<file path="config.mk">
export PLATFORM = sky130hd
export DESIGN_NAME = pad_writer
export DESIGN_NICKNAME = d
export VERILOG_FILES = /design/src/rtl/pad_writer.sv
export SDC_FILE = /design/constraint.sdc
export NUM_CORES = 1
export LEC_CHECK = 0
export ABC_AREA = 1
export BUFFER_PORTS_ARGS = -buffer_cell sky130_fd_sc_hd__buf_4
export CAP_MARGIN = 0
export CORE_ASPECT_RATIO = 2
export CORE_MARGIN = 5
export CORE_UTILIZATION = 40
export DETAILED_ROUTE_END_ITERATION = 8
export PLACE_DENSITY = 0.6
export SLEW_MARGIN = 20
export SYNTH_ARGS = -nofsm -noshare
export SYNTH_HDL_FRONTEND = slang
export SYNTH_SLANG_ARGS = --single-unit
</file>
<file path="constraint.sdc">
create_clock -name clk -period 4.5 [get_ports clk]
set_input_delay 0.225 -clock clk [delete_from_list [all_inputs] [get_ports clk]]
set_output_delay 0.225 -clock clk [all_outputs]
set_load 0.03 [all_outputs]
</file>
<file path="src/rtl/pad_writer.sv">
// pad_writer: fills the zero-padded N x N image BRAM (N = M + 2*PAD) used by
// the 3x3 convolution engine. Raw M x M pixels arrive row-major on a
// valid/ready stream; border positions are written as zero without stalling.
// Optional build macro SOF_CHECK_EN adds s_sof / err start-of-frame checking.
module pad_writer #(
   parameter int M   = 128,
   parameter int PAD = 1,
   parameter int AW  = 15,
   parameter int DW  = 8
) (
   input  logic          clk,
   input  logic          rst,
   input  logic          start,
   input  logic          s_valid,
   input  logic [DW-1:0] s_data,
`ifdef SOF_CHECK_EN
   input  logic          s_sof,
   output logic          err,
`endif
   output logic          s_ready,
   output logic          mem_en,
   output logic          mem_we,
   output logic [AW-1:0] mem_addr,
   output logic [DW-1:0] mem_din,
   output logic          busy,
   output logic          done
);

   localparam int N  = M + 2 * PAD;
   localparam int CW = (N > 2) ? $clog2(N) : 1;

   localparam logic [CW-1:0] C_LAST = CW'(N - 1);
   localparam logic [CW-1:0] C_LO   = CW'(PAD);
   localparam logic [CW-1:0] C_HI   = CW'(N - PAD);
   localparam logic [AW-1:0] A_LAST = AW'(N * N - 1);

   // The address space must hold every padded pixel.
   if ((64'd1 << AW) < 64'(N * N)) begin : g_aw_check
      $error("pad_writer: AW too small for N*N addresses");
   end

   typedef enum logic [1:0] {
      S_IDLE,
      S_FILL,
      S_FLUSH,
      S_DONE
   } state_t;

   state_t          state;
   logic [CW-1:0]   row;
   logic [CW-1:0]   col;
   logic [AW-1:0]   addr;

   logic            interior;
   logic            advance;
   logic [DW-1:0]   wr_data;

   // A position is border when it lies in the first/last PAD rows or columns.
   function automatic logic is_border(input logic [CW-1:0] r, input logic [CW-1:0] c);
      return (r < C_LO) || (r >= C_HI) || (c < C_LO) || (c >= C_HI);
   endfunction

   // Position classification, stream handshake and write data selection.
   always_comb begin
      interior = !is_border(row, col);
      s_ready  = (state == S_FILL) && interior;
      advance  = (state == S_FILL) && (!interior || s_valid);
      wr_data  = interior ? s_data : '0;
   end

`ifdef SOF_CHECK_EN
   logic first_pos;

   // The first interior pixel is the only one allowed to carry s_sof.
   always_comb begin
      first_pos = (row == C_LO) && (col == C_LO);
   end
`endif

   // Frame-fill state machine with registered BRAM port and status outputs.
   always_ff @(posedge clk) begin
      if (rst) begin
         state    <= S_IDLE;
         row      <= '0;
         col      <= '0;
         addr     <= '0;
         mem_en   <= 1'b0;
         mem_we   <= 1'b0;
         mem_addr <= '0;
         mem_din  <= '0;
         busy     <= 1'b0;
         done     <= 1'b0;
`ifdef SOF_CHECK_EN
         err      <= 1'b0;
`endif
      end else begin
         case (state)
            S_IDLE, S_DONE: begin
               mem_en <= 1'b0;
               mem_we <= 1'b0;
               if (start) begin
                  state <= S_FILL;
                  row   <= '0;
                  col   <= '0;
                  addr  <= '0;
                  busy  <= 1'b1;
                  done  <= 1'b0;
`ifdef SOF_CHECK_EN
                  err   <= 1'b0;
`endif
               end
            end

            S_FILL: begin
               if (advance) begin
                  mem_en   <= 1'b1;
                  mem_we   <= 1'b1;
                  mem_addr <= addr;
                  mem_din  <= wr_data;
                  addr     <= addr + 1'b1;
                  if (col == C_LAST) begin
                     col <= '0;
                     row <= row + 1'b1;
                  end else begin
                     col <= col + 1'b1;
                  end
                  if (addr == A_LAST) begin
                     state <= S_FLUSH;
                  end
               end else begin
                  mem_en <= 1'b0;
                  mem_we <= 1'b0;
               end
`ifdef SOF_CHECK_EN
               if (s_valid && s_ready && (first_pos != s_sof)) begin
                  err <= 1'b1;
               end
`endif
            end

            S_FLUSH: begin
               mem_en <= 1'b0;
               mem_we <= 1'b0;
               busy   <= 1'b0;
               done   <= 1'b1;
               state  <= S_DONE;
            end

            default: begin
               state <= S_IDLE;
            end
         endcase
      end
   end

endmodule
</file>
==> Word level (Yosys, flattened, before mapping) <==
Index checks and enable logic that the tools add are counted.
{ "word_totals": {"register_bits": 59, "inputBits": 12, "out_inout_bits": 28} }
{ "op_classes": {"n_addsub": 3, "magnitude_cmp": 4, "n_eq_ne": 9, "n_mux": 21, "reduce_logical": 17} }
{ "ops": {"columns": ["operator", "n"], "rows": [
  ["8-bit two-way mux", 6],
  ["8-bit one-hot mux with 2 select lines", 2],
  ["15-bit two-way mux", 2],
  ["15-bit one-hot mux with 2 select lines", 1],
  ["8-bit by 1-bit adder with 8-bit output, second input constant", 2],
  ["8-bit >= comparator, second input constant", 2],
  ["8-bit by 1-bit < comparator with 1-bit output, second input constant", 2],
  ["15-bit by 1-bit adder with 15-bit output, second input constant", 1],
  ["15-bit == test, second input constant", 1],
  ["8-bit == test, second input constant", 1],
  ["2-bit two-way mux", 3],
  ["1-bit one-hot mux with 2 select lines", 3],
  ["2-bit one-hot mux with 3 select lines", 1],
  ["3-bit AND reduction", 2],
  ["2-bit == test, second input constant", 2],
  ["1-bit logical OR", 4],
  ["2-bit by 1-bit != test with 1-bit output, second input constant", 2],
  ["2-bit != test, second input constant", 2],
  ["2-bit AND reduction", 2],
  ["4-bit AND reduction", 1],
  ["2-bit nonzero test", 2],
  ["1-bit two-way mux", 3],
  ["3-bit OR reduction", 1],
  ["2-bit by 1-bit == test with 1-bit output, second input constant", 1],
  ["other kinds (4)", 5]
]} }

==> Logic depth before layout (Yosys ltp) <==
Gate-level depths: netlist of the first run.
{ "depth": {"depth_word": 8, "depth_mapped": 15} }

==> Worst setup path after synthesis of the first run <==
Ideal clock, no wire load.
{ "synth_timing": {"path_type": "reg2reg", "start": "register state[0]", "end": "register col[6]", "arrival_ps": 1639, "t_required_ps": 4387, "path_slack_ps": 2749, "stages_incl_launch_ff": 11, "period_less_slack_ps": 1751, "path_cell_list": "dfxtp_1 inv_1 ha_1 inv_1 nor2_1 clkinv_1 nand3_4 buf_6 nand2_1 nand2_1 nor2_1"} }
{ "synth_between": {"elab_chain_len": 4} }
{ "synth_lines": {"columns": ["item", "line_no", "source"], "rows": [
  ["start, declared", "49", "state_t state;"],
  ["start signal, assigned", "83", "state <= S_IDLE;"],
  ["start signal, assigned", "102", "state <= S_FILL;"],
  ["start signal, assigned", "128", "state <= S_FLUSH;"],
  ["2-bit == test, or another cell as far along", "97", "case (state)"],
  ["2-bit OR reduction / 1-bit logical AND (equally long branches)", "97, 67", null],
  ["2-bit != test (no line) / 2-bit nonzero test (equally long branches)", null, null],
  ["3-bit AND reduction (no line)", null, null],
  ["end signal, assigned", "125", "col <= col + 1'b1;"],
  ["end, declared", "51", "logic [CW-1:0] col;"]
]} }
Several ways; a longest one is shown, not always the timed one.
A chain may end at the register's enable or synchronous reset.

==> Worst setup path in the final report of the first run <==
{ "layout_timing": {"start": "register state[1]", "end": "register col[0]"} }
Same word-level chain as after synthesis.

==> impl_metrics.py, run 1 <==
metrics = {
    "run_status": {
        "status": "complete, no violations",
    },
    "timing": {
        "final_max_slew_viol_count": 0,
        "fin_skew_ns": 0.00573,
        "slew_headroom_pct": 46.4,
        "hold_slack_ns": 0.154,
        "finalSetupViolations": 0,
        "period_share_pct": 60.4,
        "rsz0062_at_grt": "false",
        "hold_violations": 0,
        "finalSetupTns_ns": 0,
        "fmax_mhz": 368,
        "worst_pin_slew_ns": 0.805,
        "min_period_ns": 2.72,
    },
    "global_route": {
        "grt_pass1_wl_mm": 14.2,
        "grt_pass1_vias": 3196,
        "overflow": 0,
        "grt_max_degree": 44,
        "antenna_found_initial": 0,
        "grt_util_all_layers_pct": 17.4,
    },
    "setup_path": {
        "critPathBufInv": 3,
        "worst-setup-path-type": "flop to flop",
        "cp_cell_sequence": "inv_1, ha_1, inv_1, nand2_1, buf_4, nand3_4, a21oi_1, nor2_1",
        "crit_family": "buffers and inverters",
        "startpoint_type": "flop",
        "cp.arrival_ns": 2.93,
        "cp-end-kind": "flop",
        "cpMostUsedCell": "inv_1",
        "cp_slowest_cell": "ha_1",
        "required_ns": 4.72,
        "critical-path-max-stage-delay_ns": 0.69,
        "crit_fanout": 26,
    },
    "clocking": {
        "ctsHoldBuffers": 0,
        "cts_tree": "yes",
        "clockBufferDepth": 2,
        "cts.reportedPaths.clkPinSlew_ns": 0.05,
        "post_cts_resized": 0,
        "h-tree-depth": 3,
        "clk_latency_ns": 0.32,
        "clkSinkCount": 59,
        "post_cts_buffers": 0,
        "cts-root-buf": "clkbuf_16",
        "numCtsBuffers": 9,
    },
    "layout": {
        "n_fill_cell": 816,
        "nNetsFinal": 554,
        "final_core_util_pct": 49.2,
        "diodes": 0,
        "drive_gt1_share_pct": 12.5,
        "areaGrowthSynthToFinish_pct": 19.7,
        "instances_no_fill": 633,
        "multi_input_area_mm2": 0.00173,
        "regArea_mm2": 0.00118,
    },
    "synthesis": {
        "syn_avg_cell_area_um2": 6.57,
        "synth.area.top_cells": "dfxtp_1 36%, nand2_1 14%, nor2_1 8.7%, inv_1 7.2%, nand4_1 6.1%",
        "ys.flop_type": "dfxtp_1",
        "yosys.area.top_type": "dfxtp_1",
        "async_flop_share_pct": 0,
        "yosysTopAreaCellShare_pct": 35.9,
        "yosysMostFrequentCell": "nand2_1",
        "synth_area_mm2": 0.00329,
        "synth_seq_cells": 59,
        "synth_nets": 523,
        "ys_warn_count": 0,
        "synth_edf_count": 0,
        "ys_types": 30,
        "seq_area_frac_synth_pct": 35.9,
        "synthTopCellsByCount": "123 x nand2_1, 76 x nor2_1, 63 x inv_1, 59 x dfxtp_1, 32 x nand4_1",
        "synth_cells": 501,
    },
    "place": {
        "hpwlAfterDp_mm": 6.22,
        "placed_cells": 617,
        "port-buffer-count": 39,
        "gp_congestion": 0.893,
    },
    "floorplanning": {
        "fp.dieH_um": 138,
        "rows": 46,
        "die_area_mm2": 0.0103,
        "core_mm2": 0.00800,
        "die_w_um": 74.1,
        "io_pins": 40,
        "start_util_pct": 41.1,
    },
    "worst_hold_path": {
        "holdCritPathClass": "primary input to flop",
    },
    "detailed_routing": {
        "routed-via-count": 3248,
        "wl_per_cell_um": 13.4,
        "drc_errors": 0,
        "ant_nets": 0,
        "wl_mm": 8.50,
        "dr.pass1.iters": 4,
        "drtIter0Drc": 138,
        "vias_per_cell": 5.13,
    },
    "pwr": {
        "power_density_mw_per_mm2": 737,
        "p_leak_nw": 1.81,
        "ir_drop_uv": 437,
        "p_total_mw": 2.90,
    },
    "job": {
        "cap_viol_max_count": 0,
    },
}
## area by class of cell
type / instances / area share, %
Clock buffer: 12 / 6.26
Clock inverter: 4 / 2.48
Inverter: 66 / 6.29
Multi-Input combinational cell: 354 / 44.0
Sequential cell: 59 / 30.0
Tap cell: 96 / 3.05
Timing Repair Buffer: 42 / 8.00
## through the flow
step                      setup slack (ns)  area [µm²]
after global routing                  1.47        3940
after global placement                1.90        3600
final                                 1.78        3940
after detailed placement              1.79        3600
after CTS                             1.78        3940
after floorplan                       2.75        3290
## layout by cell type (no fill, tap or decap)
cell	instances
nand4_4	1
inv_1	63
clkinv_1	1
o21ai_0	23
xor2_1	6
nand2_2	1
nor3b_1	1
clkbuf_8	1
clkbuf_16	9
a21oi_1	31
nor2_2	2
a21o_1	1
dfxtp_1	59
nand2_1	123
o21a_1	1
a21oi_4	1
nor2_1	76
nand4_1	32
ha_1	10
nor4_1	2
nand3b_1	1
inv_2	2
clkinvlp_4	1
nand3_4	1
bufinv_16	3
nand3_2	1
nor3_1	7
nor3_2	2
clkbuf_1	2
buf_4	42
nand3_1	31
## cell families (layout without fill, tap and decap cells)
group,count (synthesis),in the layout,synth area share [%]
compound gates,57,57,9.16
xor+xnor,6,6,1.60
fa+ha+maj,10,10,3.80
flops,59,59,35.9
buf+inv,88,124,11.5
simple gates,281,281,38.1
## layer usage
layer / track usage (%) / wire, µm / vias to the layer above
met5: 0 / 0 / -
met4: 9.74 / 364 / 0
met3: 2.98 / 158 / 29
met2: 31.3 / 4720 / 48
met1: 18.0 / 3260 / 1506
li1: - / - / 1665
## flip-flops by register name (all words and copies together) (netlist names)
name and cells:
addr 15, busy 1, col 8, done 1, mem_addr 15, mem_din 8
mem_we 1, row 8, state 2
## tightest hold or removal path, stage by stage
cell     delay (ns)
buf_4          0.07
nand2_1        0.04
a21oi_1        0.10
## report_power, final
part | internal, mW | switching, mW
Combinational | 0.429 | 0.912
Clock | 0.556 | 0.230
Sequential | 0.672 | 0.103
## final timing paths
| path | startpoint | to | slack (ns) | depth (start not counted) |
|---|---|---|---|---|
| worst max-delay path | state[1] | col[0] | 1.78 | 8 |
| worst min-delay path | s_data[7] | mem_din[7] | 0.15 | 3 |
| worst max register to register | state[1] | col[0] | 1.78 | 8 |
| worst min register to register | mem_din[1] | mem_din[1] | 0.47 | 2 |
No activity file was read; power rests on OpenSTA's default activity.
==> inputs of run 2 (changes only) <==
clock period = 2.5 ns   (was 4.5 ns; I/O delays follow)
==> run 2 against run 1 <==
Against the previous run: total power grew 82%; highest routed layer unchanged; fmax up 30%; hold slack got worse by 0.099 ns; core utilization grew 0.36 points; critical endpoint is now addr[3]; via count fell by 0.58%; critical path depth increased by 1; setup slack lost 1.4 ns; design area up 0.73%; largest cell class unchanged; largest power group unchanged; clock skew shrank 0.0012 ns.
==> impl_metrics.py, run 2 (synthesized netlist as in run 1, its figures left out) <==
metrics = {
    "run_status": {
        "status": "complete, no violations",
    },
    "floorplanning": {
        "die_area_mm2": 0.0103,
        "die_w_um": 74.1,
        "core_mm2": 0.00800,
        "fp.dieH_um": 138,
        "rows": 46,
        "io_pins": 40,
        "start_util_pct": 41.1,
    },
    "place": {
        "port-buffer-count": 39,
        "hpwlAfterDp_mm": 6.16,
        "gp_congestion": 0.845,
        "place_ws_ns": 0.415,
        "place_area_mm2": 0.00363,
    },
    "timing": {
        "hold_violations": 0,
        "finalSetupTns_ns": 0,
        "rsz0062_at_grt": "false",
        "fmax_mhz": 480,
        "finalSetupViolations": 0,
        "period_share_pct": 83.4,
        "slew_headroom_pct": 66.7,
        "final_max_slew_viol_count": 0,
        "min_period_ns": 2.09,
        "worst_pin_slew_ns": 0.496,
        "fin_ws_ns": 0.415,
        "fin_skew_ns": 0.00452,
    },
    "layout": {
        "final_core_util_pct": 49.6,
        "drive_gt1_share_pct": 13.3,
        "reg.largest.list": "addr (15), mem_addr (15)",
        "areaGrowthSynthToFinish_pct": 20.6,
        "final_area_mm2": 0.00397,
        "diodes": 0,
        "final_cell_mix": "123 x nand2_1, 76 x nor2_1, 63 x inv_1",
        "nNetsFinal": 558,
        "mostFrequentLayoutCell": "nand2_1",
    },
    "job": {
        "cap_viol_max_count": 0,
    },
    "clocking": {
        "clockBufferDepth": 2,
        "numCtsBuffers": 9,
        "cts-root-buf": "clkbuf_16",
        "clk_latency_ns": 0.33,
        "post_cts_buffers": 0,
        "cts_tree": "yes",
        "cts.reportedPaths.clkPinSlew_ns": 0.05,
        "h-tree-depth": 3,
        "clkSinkCount": 59,
        "post_cts_resized": 0,
        "ctsHoldBuffers": 0,
    },
    "detailed_routing": {
        "routed-via-count": 3229,
        "dr.pass1.iters": 4,
        "drc_errors": 0,
        "vias_per_cell": 5.07,
        "wl_per_cell_um": 13.6,
        "ant_nets": 0,
        "wl_mm": 8.65,
        "drtIter0Drc": 186,
    },
    "global_route": {
        "antenna_found_initial": 0,
        "grt_pass1_wl_mm": 14.4,
        "overflow": 0,
        "grt_max_degree": 44,
        "grt_util_all_layers_pct": 18.1,
        "grt_pass1_vias": 3123,
    },
    "pwr": {
        "clock_power_share_pct": 26.9,
        "p_switching_mw": 2.26,
        "power_density_mw_per_mm2": 1330,
        "p_int_mw": 3.01,
        "p_seq_share_pct": 26.5,
        "p_total_mw": 5.27,
        "ir_drop_uv": 611,
        "p_leak_nw": 1.84,
        "p_sw_share_pct": 42.9,
        "comb_power_share_pct": 46.6,
    },
    "setup_path": {
        "cp.arrival_ns": 2.31,
        "startpoint_type": "flop",
        "worst-setup-path-type": "flop to flop",
        "required_ns": 2.72,
        "cp-end-kind": "flop",
        "crit_fanout": 26,
    },
    "worst_hold_path": {
        "holdCritPathClass": "primary input to flop",
    },
}
[run 2: cell count changes in the layout (fill, tap and decap cells not counted)]
cell	previous run	this run
clkbuf_1	2	1
buf_4	42	46
clkinv_2	0	2
clkinvlp_4	1	0
[run 2: area by class of cell]
| type | instances | area, µm² |
|---|---|---|
| Inverter | 66 | 248 |
| Clock buffer | 11 | 243 |
| Clock inverter | 5 | 100 |
| Multi-Input combinational cell | 354 | 1730 |
| Tap cell | 96 | 120 |
| Fill cell | 822 | 4030 |
| Sequential cell | 59 | 1180 |
| Timing Repair Buffer | 46 | 345 |
[run 2: power by group through the flow]
stage               clock, mW  combinational [mW]  sequential, mW
finish                   1.42                2.46            1.40
detailed placement          0                2.46            1.41
global route             1.48                2.77            1.43
global placement            0                2.43            1.40
floorplan                   0                1.67            1.62
CTS                      1.44                2.47            1.39
[run 2: metrics by stage]
step / hold WS [ns] / instances
final: 0.0548 / 637
after detailed placement: 0.390 / 621
after global placement: 0.379 / 621
after floorplan: 0.268 / 501
after CTS: 0.0486 / 637
after global routing: 0.0550 / 637
[run 2: critical path: stages, from the launching register on]
cell	delay, ns
dfxtp_1	0.35
inv_1	0.07
ha_1	0.29
inv_1	0.10
nor2_1	0.24
clkinv_1	0.33
nand3_4	0.38
nand2_1	0.10
inv_1	0.07
nor2_1	0.04
[run 2: metal layers]
metal	GRT usage, %	wire, µm	up-vias
met1	19.5	3300	1471
li1	-	-	1673
met4	10.4	276	0
met5	0	0	-
met3	2.69	236	20
met2	31.8	4840	65
[run 2: path summary, 6_finish.rpt]
| path | from | end | slack, ns | cells past startpoint |
|---|---|---|---|---|
| max | state[0] | addr[3] | 0.41 | 9 |
| min reg2reg | mem_din[4] | mem_din[4] | 0.46 | 2 |
| min | s_data[7] | mem_din[7] | 0.05 | 3 |
| max reg2reg | state[0] | addr[3] | 0.41 | 9 |
